===== src/rtl/nonlinear_pkg.sv =====
// Shared types for the nonlinear command path: operation codes, the command record
// and the legality rule applied when a command is taken from the host.
package nonlinear_pkg;

  typedef enum logic [3:0] {
    softmax         = 4'd0,
    sigmoid         = 4'd1,
    tanh            = 4'd2,
    relu            = 4'd3,
    pooling         = 4'd4,
    average_pooling = 4'd5
  } operation_e;

  localparam logic [3:0] OP_MAX = 4'(average_pooling);

  // op is kept as a raw 4-bit code so out-of-range values survive until validation
  typedef struct packed {
    logic [3:0]  op;
    logic [3:0]  bubble;
    logic [1:0]  continuity;
    logic [9:0]  din_length;
    logic [15:0] din_addr;
    logic [3:0]  win_length;
    logic [5:0]  win_addr;
    logic [15:0] dout_addr;
  } nl_cmd_t;

  function automatic logic cmd_is_legal(input nl_cmd_t cmd);
    return (cmd.op <= OP_MAX) && (cmd.din_length != '0);
  endfunction

endpackage


===== src/rtl/nonlinear_cmd_issuer_if.sv =====
// Valid/ready command bus carrying one nl_cmd_t; master drives valid and the command.
interface nonlinear_cmd_issuer_if;
  import nonlinear_pkg::*;

  logic    valid;
  logic    ready;
  nl_cmd_t cmd;

  modport master (output valid, output cmd, input ready);
  modport slave  (input valid, input cmd, output ready);

endinterface


===== src/rtl/nl_cmd_fifo.sv =====
// Synchronous FIFO of nl_cmd_t with flush; flush overrides push and pop in the same cycle.
module nl_cmd_fifo
  import nonlinear_pkg::*;
#(
  parameter int DEPTH = 4
) (
  input  logic                   clk,
  input  logic                   rst,
  input  logic                   push,
  input  nl_cmd_t                wr_data,
  input  logic                   pop,
  output nl_cmd_t                rd_data,
  input  logic                   flush,
  output logic                   full,
  output logic                   empty,
  output logic [$clog2(DEPTH):0] count
);

  localparam int PTR_W = $clog2(DEPTH);

  nl_cmd_t          mem [DEPTH];
  logic [PTR_W-1:0] wr_ptr_reg;
  logic [PTR_W-1:0] rd_ptr_reg;
  logic [PTR_W:0]   count_reg;
  logic             do_push;
  logic             do_pop;

  assign full    = (count_reg == (PTR_W+1)'(DEPTH));
  assign empty   = (count_reg == '0);
  assign count   = count_reg;
  assign do_push = push && !full && !flush;
  assign do_pop  = pop && !empty && !flush;
  assign rd_data = mem[rd_ptr_reg];

  // Power-of-two depth lets the pointers wrap by plain overflow
  always_ff @(posedge clk) begin
    if (rst || flush) begin
      wr_ptr_reg <= '0;
      rd_ptr_reg <= '0;
      count_reg  <= '0;
    end else begin
      if (do_push) wr_ptr_reg <= wr_ptr_reg + PTR_W'(1);
      if (do_pop)  rd_ptr_reg <= rd_ptr_reg + PTR_W'(1);
      count_reg <= count_reg + (PTR_W+1)'(do_push) - (PTR_W+1)'(do_pop);
    end
  end

  always_ff @(posedge clk) begin
    if (do_push) mem[wr_ptr_reg] <= wr_data;
  end

endmodule


===== src/rtl/nonlinear_cmd_issuer.sv =====
// Queues host commands, drops illegal ones, and presents each to the nonlinear
// controller with a valid/ready handshake followed by a mandatory one-cycle gap.
module nonlinear_cmd_issuer
  import nonlinear_pkg::*;
#(
  parameter int DEPTH = 4,
  parameter int CNT_W = 16
) (
  input  logic                   clk,
  input  logic                   rst,
  nonlinear_cmd_issuer_if.slave  host,
  nonlinear_cmd_issuer_if.master nl,
  input  logic                   flush,
  input  logic                   err_clear,
  output logic [$clog2(DEPTH):0] fifo_count,
  output logic [CNT_W-1:0]       issued_cnt,
  output logic                   err_illegal,
  output logic                   idle
);

  typedef enum logic [1:0] {S_IDLE, S_PRESENT, S_GAP} state_e;

  state_e           state_reg;
  logic             nl_valid_reg;
  nl_cmd_t          nl_cmd_reg;
  logic [CNT_W-1:0] issued_cnt_reg;
  logic             err_reg;

  logic    fifo_full;
  logic    fifo_empty;
  logic    host_accept;
  logic    cmd_legal;
  logic    fifo_push;
  logic    fifo_pop;
  logic    err_set;
  nl_cmd_t fifo_head;

  // An accept is acknowledged even when the command is dropped afterwards
  assign host.ready  = !fifo_full;
  assign host_accept = host.valid && !fifo_full;
  assign cmd_legal   = cmd_is_legal(host.cmd);
  assign fifo_push   = host_accept && cmd_legal && !flush;
  assign err_set     = host_accept && !cmd_legal && !flush;
  assign fifo_pop    = (state_reg == S_IDLE) && !fifo_empty && !flush;

  nl_cmd_fifo #(
    .DEPTH (DEPTH)
  ) u_fifo (
    .clk     (clk),
    .rst     (rst),
    .push    (fifo_push),
    .wr_data (host.cmd),
    .pop     (fifo_pop),
    .rd_data (fifo_head),
    .flush   (flush),
    .full    (fifo_full),
    .empty   (fifo_empty),
    .count   (fifo_count)
  );

  always_ff @(posedge clk) begin
    if (rst) begin
      state_reg      <= S_IDLE;
      nl_valid_reg   <= 1'b0;
      nl_cmd_reg     <= '0;
      issued_cnt_reg <= '0;
      err_reg        <= 1'b0;
    end else begin
      err_reg <= (err_reg && !err_clear) || err_set;
      case (state_reg)
        S_IDLE: begin
          if (fifo_pop) begin
            nl_cmd_reg   <= fifo_head;
            nl_valid_reg <= 1'b1;
            state_reg    <= S_PRESENT;
          end
        end
        S_PRESENT: begin
          // Fields stay frozen until the controller takes them; flush cannot retract
          if (nl.ready) begin
            issued_cnt_reg <= issued_cnt_reg + CNT_W'(1);
            nl_valid_reg   <= 1'b0;
            state_reg      <= S_GAP;
          end
        end
        S_GAP: begin
          state_reg <= S_IDLE;
        end
        default: begin
          state_reg <= S_IDLE;
        end
      endcase
    end
  end

  assign nl.valid    = nl_valid_reg;
  assign nl.cmd      = nl_cmd_reg;
  assign issued_cnt  = issued_cnt_reg;
  assign err_illegal = err_reg;
  assign idle        = (fifo_count == '0) && !nl_valid_reg && (state_reg != S_GAP);

endmodule


===== src/flat_wrapper.sv =====
// flat-port wrapper written by rule: the top's interface ports become plain ports
module nonlinear_cmd_issuer_flat import nonlinear_pkg::*;
#(
  parameter int DEPTH = 4,
  parameter int CNT_W = 16
)
  (clk, rst, flush, err_clear, fifo_count, issued_cnt, err_illegal, idle, host_valid, host_cmd, host_ready, nl_valid, nl_cmd, nl_ready);
  nonlinear_cmd_issuer_if host_i ();
  nonlinear_cmd_issuer_if nl_i ();
  input  logic clk;
  input  logic rst;
  input  logic flush;
  input  logic err_clear;
  output logic [$clog2(DEPTH):0] fifo_count;
  output logic [CNT_W-1:0] issued_cnt;
  output logic err_illegal;
  output logic idle;
  input wire logic [$bits(host_i.valid)-1:0] host_valid;
  input wire logic [$bits(host_i.cmd)-1:0] host_cmd;
  output wire logic [$bits(host_i.ready)-1:0] host_ready;
  output wire logic [$bits(nl_i.valid)-1:0] nl_valid;
  output wire logic [$bits(nl_i.cmd)-1:0] nl_cmd;
  input wire logic [$bits(nl_i.ready)-1:0] nl_ready;
  assign host_i.valid = host_valid;
  assign host_i.cmd = host_cmd;
  assign host_ready = host_i.ready;
  assign nl_valid = nl_i.valid;
  assign nl_cmd = nl_i.cmd;
  assign nl_i.ready = nl_ready;
  nonlinear_cmd_issuer #(.DEPTH(DEPTH), .CNT_W(CNT_W)) u_core (.clk(clk), .rst(rst), .host(host_i), .nl(nl_i), .flush(flush), .err_clear(err_clear), .fifo_count(fifo_count), .issued_cnt(issued_cnt), .err_illegal(err_illegal), .idle(idle));
endmodule

===== config.mk =====
export PLATFORM = sky130hd
export DESIGN_NAME = nonlinear_cmd_issuer_flat
export DESIGN_NICKNAME = d
export VERILOG_FILES = /design/src/rtl/nonlinear_pkg.sv /design/src/rtl/nonlinear_cmd_issuer_if.sv /design/src/rtl/nl_cmd_fifo.sv /design/src/rtl/nonlinear_cmd_issuer.sv /design/src/flat_wrapper.sv
export SDC_FILE = /design/constraint.sdc
export NUM_CORES = 1
export LEC_CHECK = 0
export ABC_AREA = 1
export BUFFER_PORTS_ARGS = -buffer_cell sky130_fd_sc_hd__clkbuf_2
export CORE_ASPECT_RATIO = 0.75
export CORE_UTILIZATION = 60
export CTS_BUF_LIST = sky130_fd_sc_hd__clkbuf_2
export CTS_CLUSTER_DIAMETER = 40
export DETAILED_ROUTE_END_ITERATION = 6
export PLACE_DENSITY_LB_ADDON = 0.08
export SETUP_SLACK_MARGIN = 0.05
export SLEW_MARGIN = 15
export SYNTH_ARGS = -nofsm -noshare
export SYNTH_HDL_FRONTEND = slang
export SYNTH_SLANG_ARGS = --single-unit

===== constraint.sdc =====
create_clock -name clk -period 5.6 [get_ports clk]
set_input_delay 1.12 -clock clk [delete_from_list [all_inputs] [get_ports clk]]
set_output_delay 1.12 -clock clk [all_outputs]
set_load 0.01 [all_outputs]

# == After elaboration in Yosys (flattened, before gate mapping) ==
# Memory sizes are Yosys's and may differ from the RTL's. A register that Yosys moved wholly into a read port is not among the register bits.
# Index checks and enable logic that the tools add are counted.
# word_totals
register_bits,27
latch_bits,0
mem_bits_rw,248
romBits,0
input_bits,68
word_cells,58
n_memories,1
# memory_table
memory,depth,width,rd,rd_ports_with_merged_regs,wr,line,rtl
u_core.u_fifo.mem,4,62,1,1,1,nl_cmd_fifo.sv:21,nl_cmd_t mem [DEPTH];
# classes
n_addsub,5
n_mul,0
div,0
magnitude_cmp,1
n_eq_ne,5
shifts,0
muxes,8
n_bitwise,0
n_reduce_logical,31
# op_table
op,n
$add A16 B1 Y16 const B,1
$logic_and A1 B1 Y1,15
$reduce_bool A10 Y1,1
$logic_not A1 Y1,6
$ne A2 B2 Y1 const B,3
$reduce_and A2 Y1,3
$add A2 B1 Y2 const B,2
$le A4 B3 Y1 const B,1
$mux W1,4
$mux W2,2
$pmux W2 S2,1
$add A3 B1 Y3,1
$eq A3 B3 Y1 const B,1
$logic_not A3 Y1,1
$reduce_and A3 Y1,1
$sub A3 B1 Y3,1
$eq A2 B1 Y1 const B,1
$logic_not A2 Y1,1
$logic_or A1 B1 Y1,2
$pmux W1 S2,1
$reduce_bool A2 Y1,1

# == Longest topological paths before layout ==
# Gate-level depths: netlist of run 1.
# logic_depth
word_depth,9
depth_mapped,12
depth_no_buf,12

# == Cells and area by module ==
# Synthesis of run 1 repeated with hierarchy kept, for this count alone.
# hier_totals
cells_unflattened,1095
area_unflattened_um2,13457.9
# by_module_without_submodules
module,n_inst,cells_per_inst,area_per_inst_um2,seq_area_each_um2
nl_cmd_fifo,1,672,10268.6,7627.3
nonlinear_cmd_issuer,1,423,3189.3,1641.6

# == Worst setup path before layout of run 1 ==
# No wires, ideal clock.
# synth_timing
path_kind,input -> register
start,input host_cmd[60]
end,"memory u_core.u_fifo.mem[0][0] (netlist name), enable pin"
setup_time_ps,482
t_arrival_ps,4188
required_ps,5118
setup_slack_ps,930
stages,3
cell_sequence,a21oi_1 nand3_2 nor2_1
# synth_via
elab_chain_len,8
# synth_rtl
item,line,rtl
"start, declared",flat_wrapper.sv:19,input wire logic [$bits(host_i.cmd)-1:0] host_cmd;
$le A4 B3 Y1,nonlinear_pkg.sv:29,return (cmd.op <= OP_MAX) && (cmd.din_length != '0);
$logic_and A1 B1 Y1,nonlinear_pkg.sv:29,
$logic_and A1 B1 Y1 (2 in series),nonlinear_cmd_issuer.sv:42,assign fifo_push = host_accept && cmd_legal && !flush;
$logic_and A1 B1 Y1 (2 in series),nl_cmd_fifo.sv:31,assign do_push = push && !full && !flush;
$mux W1,nl_cmd_fifo.sv:49,if (do_push) mem[wr_ptr_reg] <= wr_data;
$mux W1 (not written as such),nl_cmd_fifo.sv:49,
"end, declared",nl_cmd_fifo.sv:21,
# No other way between the ends.

# == Worst setup path in the final report of run 1 ==
# layout_timing
start,register u_core.u_fifo.count_reg[1] (netlist: u_core.u_fifo.count[1])
end,"memory u_core.u_fifo.mem[2][36] (netlist name), enable pin"
# layout_via
elab_chain_len,9
# layout_rtl
item,line,rtl
"start, declared",nl_cmd_fifo.sv:24,logic [PTR_W:0] count_reg;
"start signal, assigned",nl_cmd_fifo.sv:44,count_reg <= count_reg + (PTR_W+1)'(do_push) - (PTR_W+1)'(do_pop);
$eq A3 B3 Y1 *,nl_cmd_fifo.sv:28,assign full = (count_reg == (PTR_W+1)'(DEPTH));
$logic_not A1 Y1 *,"nl_cmd_fifo.sv:31, nonlinear_cmd_issuer.sv:40",
$logic_and A1 B1 Y1,nonlinear_cmd_issuer.sv:40,assign host_accept = host.valid && !fifo_full;
$logic_and A1 B1 Y1 (2 in series),nonlinear_cmd_issuer.sv:42,
$logic_and A1 B1 Y1 * (2 in series),nl_cmd_fifo.sv:31,
$mux W1 *,nl_cmd_fifo.sv:49,
$mux W1 (not written as such) *,nl_cmd_fifo.sv:49,
# Every way passes the cells marked *; elsewhere a longest branch is shown, timed or not.

==> results.md, run 1 <==
- WP data required: roughly 6.0 ns
- Yosys top cell by area: edfxtp_1
- FFs w/ async S/R, synth: 0%
- Final setup vio count: 0
- Largest cells by area after synthesis: edfxtp_1 59%, dfxtp_1 14%, nor2_1 8.3%
- Grt ovf: 0
- Clk_skew: around 0.047 ns
- Final non-filler cell total: between 1,500 and 2,000
- Post-CTS Resized: 0
- Mux cell area share after synthesis: 0%
- Remaining DRCs: 0
- Hold Buf Count CTS: 0
- Final weighted congestion in routability-driven placement: slightly below 0.8
- Worst Path Buf+Inv: 2
- Crit path DAT: about 3.4 ns
- Area growth syn-to-layout: 13.0%
- Clock Power Share: between 30% and 40%
- First-pass GRT wire length: between 40,000 and 50,000 um
- Clock sinks: between 300 and 400
- Comb power frac: between 4 and 5%
- Worst reg2reg setup slack: 2.67 ns
- Fin crit share: a little over half
- DRT Wirelength: approximately 27,000 um
- Post-synthesis simple-gate area fraction: a little over a tenth
- Syn avg cell area: 12.0 sq um
- Synth Instances: between 1,000 and 1,500
- Via/cell ratio: ~5.4
- Cts bufs inserted: 77
- Fmax: around 340 MHz
- Worst-path cell chain: inv_2, nand3_1, nand2_1, nor2_1, nand3_2, nor2_4, buf_4
- DRT iter0 DRCs: approximately 610
- HP Start: u_core.err_illegal
- PwrDens: between 300 and 400 mW/mm^2
- Clock transition at path regs: 0.10 ns
- DRT antenna net count: 0
- Hold Crit Depth: 2
- DPL Wire Length: between 10,000 and 15,000 um
- Largest family of logic cells by synthesized area: compound AO/OA/AOI/OAI gates
- P_leak: 5.47 nW
- Max Slew Vio Count: 0
- Die Y: approximately 130 um
- Slowest cell on the critical path: buf_4
- Post-synthesis compound-gate area fraction: 11.5%
- Critical path endpoint category: flop
- Register area share after synthesis: between 70% and 80%
- Clk root buf: clkbuf_2
- Post-synth EDFFs: ~250
- CP peak stage delay: about 0.65 ns
- Worst skew pair latency: ~0.84 ns
- Synth top cells by count: 281 x nor2_1, 248 x edfxtp_1, 179 x o21ai_0, 89 x dfxtp_1, 62 x a31oi_1
- CP max FO: between 40 and 50
- Total Neg Setup Slack: 0 ns
- Most frequent cell after synthesis: nor2_1
- Sequential power share: approximately 60%
- Register bit total from synthesis: ~340
- Setup Buffers After CTS: 0
- Status: finished clean
- Most used DFF post-synth: edfxtp_1
- Hold path endpoint: u_core.err_illegal
- DRT Pass-1 Iters: 5
- WS Path Type: reg2reg
- Layout cells sized above 1: between 20% and 30%
- Ys Warns: 0
- Slew @ Worst Pin: between 1 and 1.5 ns
- R2R Path End: u_core.u_fifo.mem[2][36]
- Vias in the first global route: roughly 8,200
- Crit-path leading delay family: simple AND/OR/NAND/NOR gates
- Cell Area, Synth: about 0.013 sq mm
- Worst slew margin: ~25%
- Final Hold Vio Count: 0
- I/O pin count: about 150
- Clock Tree Buf Depth: 3
- Xor and xnor area share after synthesis: less than 1%
- H-tree depth: 3
- Adder-cell area share of the yosys netlist: 0.846%
- Placed insts: about 1,400
- CTS tree: done
- Critical Path Start Type: flop
- Area fraction of the dominant cell type after synthesis: 58.5%
- Cell-internal power: roughly 3.5 mW
- Min-delay worst type: reg2reg
- GR Util All Layers: 25.3%
- # rows: 45
- Routed vias: 8,590
- Core area: 0.0205 sq mm
- Syn Nets: approximately 1,100
- Port buffer count: 152
- RSZ-0062 raised after global routing: no
- Die Span X: approximately 170 um
- Initial antenna violation count: 1
- Max-cap viol count: 0
- Final hold slack: between 0.4 and 0.5 ns
- Yosys cell types: 35
- Largest register FFs: 248
- Initial core utilization: between 60% and 70%
- DR WL/cell: between 15 and 20 um
- Switching Fraction: a little under a quarter
- Cells on worst reg2reg path: 7
- FF-to-FF Start: u_core.u_fifo.count[1]
- Net Sw Power: between 1 and 1.5 mW
- Die area: ~0.022 sq mm
- Final min period: around 2.9 ns
- # nets final: 1,321
- Maximum VDD drop: between 150 and 200 uV
- Largest net degree at the start of global routing: roughly 130
[cell families (layout without fill, tap and decap cells)]
family	after synthesis	in the layout
AOI/OAI and AO/OA	276	276
xor gates and xnor gates	2	2
adders and majority gates	8	8
buffers and inverters	99	344
DFF	337	337
other	0	1
and+or+nand+nor	341	341
[worst max-delay path by stage]
stage                      startpoint  slack (ns)                        to  depth (start not counted)
2_1_floorplan            host_cmd[60]        0.93   u_core.u_fifo.mem[0][0]                          3
3_3_place_gp             host_cmd[60]        1.93  u_core.u_fifo.mem[0][47]                          5
3_5_place_dp             host_cmd[60]        1.82  u_core.u_fifo.mem[0][47]                          5
4_1_cts        u_core.u_fifo.count[1]        2.48  u_core.u_fifo.mem[0][55]                          7
5_1_grt        u_core.u_fifo.count[1]        2.55   u_core.u_fifo.mem[2][4]                          7
6_report       u_core.u_fifo.count[1]        2.67  u_core.u_fifo.mem[2][36]                          7
[worst min-delay path: cells and delay by family (launching register included)]
family	cells	cell delay, ns
compound gates	1	0.05
flops	1	0.32
simple gates	1	0.06
[cells in the final DEF (no fill, tap or decap), types with 3 or more instances in the layout]
| cell | instances |
|---|---|
| edfxtp_1 | 248 |
| clkinv_1 | 9 |
| clkbuf_2 | 281 |
| nand3_1 | 10 |
| nor3_1 | 3 |
| buf_4 | 10 |
| o21ai_1 | 17 |
| nor2_1 | 277 |
| ha_1 | 7 |
| inv_1 | 33 |
| a21oi_1 | 15 |
| inv_2 | 5 |
| nand2_1 | 28 |
| nor2_4 | 6 |
| o21ai_0 | 179 |
| nand4_1 | 5 |
| a31oi_1 | 62 |
| dfxtp_1 | 87 |
[metrics by stage]
| step | worst slack, ns | area, sq um | utilization, % | power, mW |
|---|---|---|---|---|
| after floorplan | 0.930 | 12700 | - | 2.89 |
| after global placement | 1.93 | 13600 | 66.4 | 2.98 |
| after detailed placement | 1.82 | 13600 | 66.4 | 2.99 |
| after CTS | 2.48 | 14400 | 70.0 | 4.57 |
| after global routing | 2.55 | 14400 | 70.1 | 4.74 |
| final | 2.67 | 14400 | 70.1 | 4.53 |
[metal layers]
layer  global-route usage [%]  up-vias  routed length, um
li1                         -     4199                  -
met1                     34.2     4067              11900
met2                     40.3      278              12500
met3                     5.59       46               1770
met4                     9.91        0                480
met5                        0        -                  0
[final cells by class]
class | count | area (sq um)
Sequential cell | 337 | 9230
Timing Repair Buffer | 164 | 876
Clock inverter | 13 | 101
Antenna cell | 1 | 2.50
Clock buffer | 129 | 646
Fill cell | 1617 | 6120
Inverter | 38 | 148
Tap cell | 282 | 353
Multi-Input combinational cell | 627 | 3010
[power by group through the flow]
stage	clock network [mW]	registers, mW	logic, mW
after floorplan	0	2.80	0.0932
final	1.60	2.73	0.196
after global placement	0	2.79	0.191
after global routing	1.78	2.74	0.219
after detailed placement	0	2.79	0.195
after CTS	1.64	2.73	0.196
No activity file was read; power rests on OpenSTA's default activity.
==> run 2: changes to the inputs <==
==> constraint.sdc (replaced) <==
create_clock -name clk -period 2.8 [get_ports clk]
set_input_delay 0.56 -clock clk [delete_from_list [all_inputs] [get_ports clk]]
set_output_delay 0.56 -clock clk [all_outputs]
set_load 0.01 [all_outputs]
==> run 2 against run 1 <==
Power increased by 99%. Via count increased by 2.6%. Register-to-register slack got worse by 2.3 ns. Final cell count increased by 4.0%. Global-route usage down 0.10 points. Critical endpoint is now u_core.u_fifo.mem[0][48].
==> results.md, run 2 (synthesis gave the netlist of run 1 again) <==
- Setup WS post-layout: around 0.33 ns
- Final min period: ~2.5 ns
- Final instance area: approximately 0.015 sq mm
- Die Y: about 130 um
- WS Path Type: reg2reg
- Crit path DAT: 2.97 ns
- Slew @ Worst Pin: between 1 and 1.5 ns
- CTS tree: done
- Fin crit share: about nine tenths
- Post-CTS Resized: 0
- Grt ovf: 0
- Die Span X: 170 um
- Critical Path Start Type: flop
- Remaining DRCs: 0
- Maximum VDD drop: 402 uV
- Area growth syn-to-layout: 18.4%
- DP Area: 0.0137 sq mm
- Register area: 0.00924 sq mm
- CP max FO: 39
- Cells on worst reg2reg path: 8
- DRT antenna net count: 0
- WP data required: about 3.3 ns
- Worst slew margin: about a quarter
- Routed vias: around 9,000
- DPL Wire Length: 14,400 um
- Clk root buf: clkbuf_2
- Layout filler cell count: ~1,500
- Critical path endpoint category: flop
- Commonest non-fill, non-tap cell in the layout: nor2_1
- Largest net degree at the start of global routing: ~130
- Final hold slack: approximately 0.062 ns
- Vias in the first global route: approximately 8,300
- GR Util All Layers: roughly a quarter
- # nets final: approximately 1,400
- Die area: about 0.022 sq mm
- Layout cells sized above 1: 23.0%
- DRT Pass-1 Iters: 5
- # rows: 45
- DR WL/cell: about 16 um
- Worst skew pair latency: around 0.86 ns
- Clk_skew: 0.0589 ns
- Port buffer count: between 150 and 200
- Core area: a little over 0.02 sq mm
- Status: finished clean
- Initial core utilization: between 60% and 70%
- Via/cell ratio: between 5 and 6
- Min-delay worst type: in2reg
- Most frequent cells in the layout: 277 x nor2_1, 274 x clkbuf_2, 248 x edfxtp_1
- Cts bufs inserted: between 70 and 80
- Initial antenna violation count: 1
- Max-cap viol count: 0
- Post-Place Worst Slack: between 0.005 and 0.006 ns
- H-tree depth: 3
- Largest register FFs: between 200 and 250
- Clock Tree Buf Depth: 3
- I/O pin count: 153
- DRT iter0 DRCs: roughly 700
- Final Util: between 70% and 80%
- Clock transition at path regs: roughly 0.10 ns
- RSZ-0062 raised after global routing: no
- DRT Wirelength: between 20,000 and 30,000 um
- Total Neg Setup Slack: 0 ns
- Max Slew Vio Count: 0
- Footprint of the multi-input gates: 0.00302 sq mm
- Clock sinks: around 340
- First-pass GRT wire length: around 42,000 um
- Final setup vio count: 0
- Hold Crit Depth: 3
- Fmax: between 400 and 500 MHz
- PwrDens: roughly 600 mW/mm^2
- Final weighted congestion in routability-driven placement: 0.791
- P_leak: 5.73 nW
- Final Hold Vio Count: 0
[run 2: cell types whose count changed in the layout (fill, tap and decap cells not counted), sizes merged]
cell and change:
clkinv +5, buf +2, dlygate4sd3 +63, nor2 +1, bufinv -1, clkinvlp +1
clkbuf -7
[run 2: area by class of cell]
class	count	area share, %
inverter	38	0.980
antenna	1	0.0166
timing repair buffer	229	10.6
clock buffer	122	4.05
clock inverter	18	0.648
tap	282	2.34
sequential	337	61.3
multi-input combinational	628	20.0
[run 2: where the power goes]
| part | switching [mW] | internal (mW) | total (mW) |
|---|---|---|---|
| combinational | 0.272 | 0.196 | 0.469 |
| sequential | 0.0411 | 5.43 | 5.47 |
| clock | 1.84 | 1.23 | 3.07 |
[run 2: worst paths after layout]
path                           from                  endpoint  slack, ns
max          u_core.u_fifo.count[1]  u_core.u_fifo.mem[0][48]       0.33
min                        nl_ready       u_core.state_reg[0]       0.06
max reg2reg  u_core.u_fifo.count[1]  u_core.u_fifo.mem[0][48]       0.33
min reg2reg      u_core.err_illegal        u_core.err_illegal       0.48
[run 2: layer usage]
layer | global-route usage (%) | routed length, um | share of wire [%]
met1 | 34.9 | 12400 | 46
met2 | 39.7 | 12400 | 46
met3 | 5.25 | 1830 | 6.8
met4 | 9.33 | 371 | 1.4
met5 | 0 | 0 | 0
[run 2: stage by stage]
step	power (mW)	std cells
2_1_floorplan	5.79	1063
3_3_place_gp	5.97	1450
3_5_place_dp	5.98	1450
4_1_cts	9.05	1653
5_1_grt	9.37	1655
6_report	9.01	1655
[run 2: worst max-delay path, cell delays in order, from the launching register on]
cell     delay, ns
dfxtp_1       0.36
inv_2         0.07
nand3_1       0.10
nand2_1       0.06
nor2_1        0.28
nand3_2       0.13
buf_4         0.21
nor2_4        0.60
buf_12        0.33
[run 2: repair_timing]
action | 4_1_cts | 5_1_grt
setup buffers | 0 | 0
endpoints found under the hold margin | 249 | 0
hold buffers | 63 | 0
setup endpoints to repair | 0 | 16
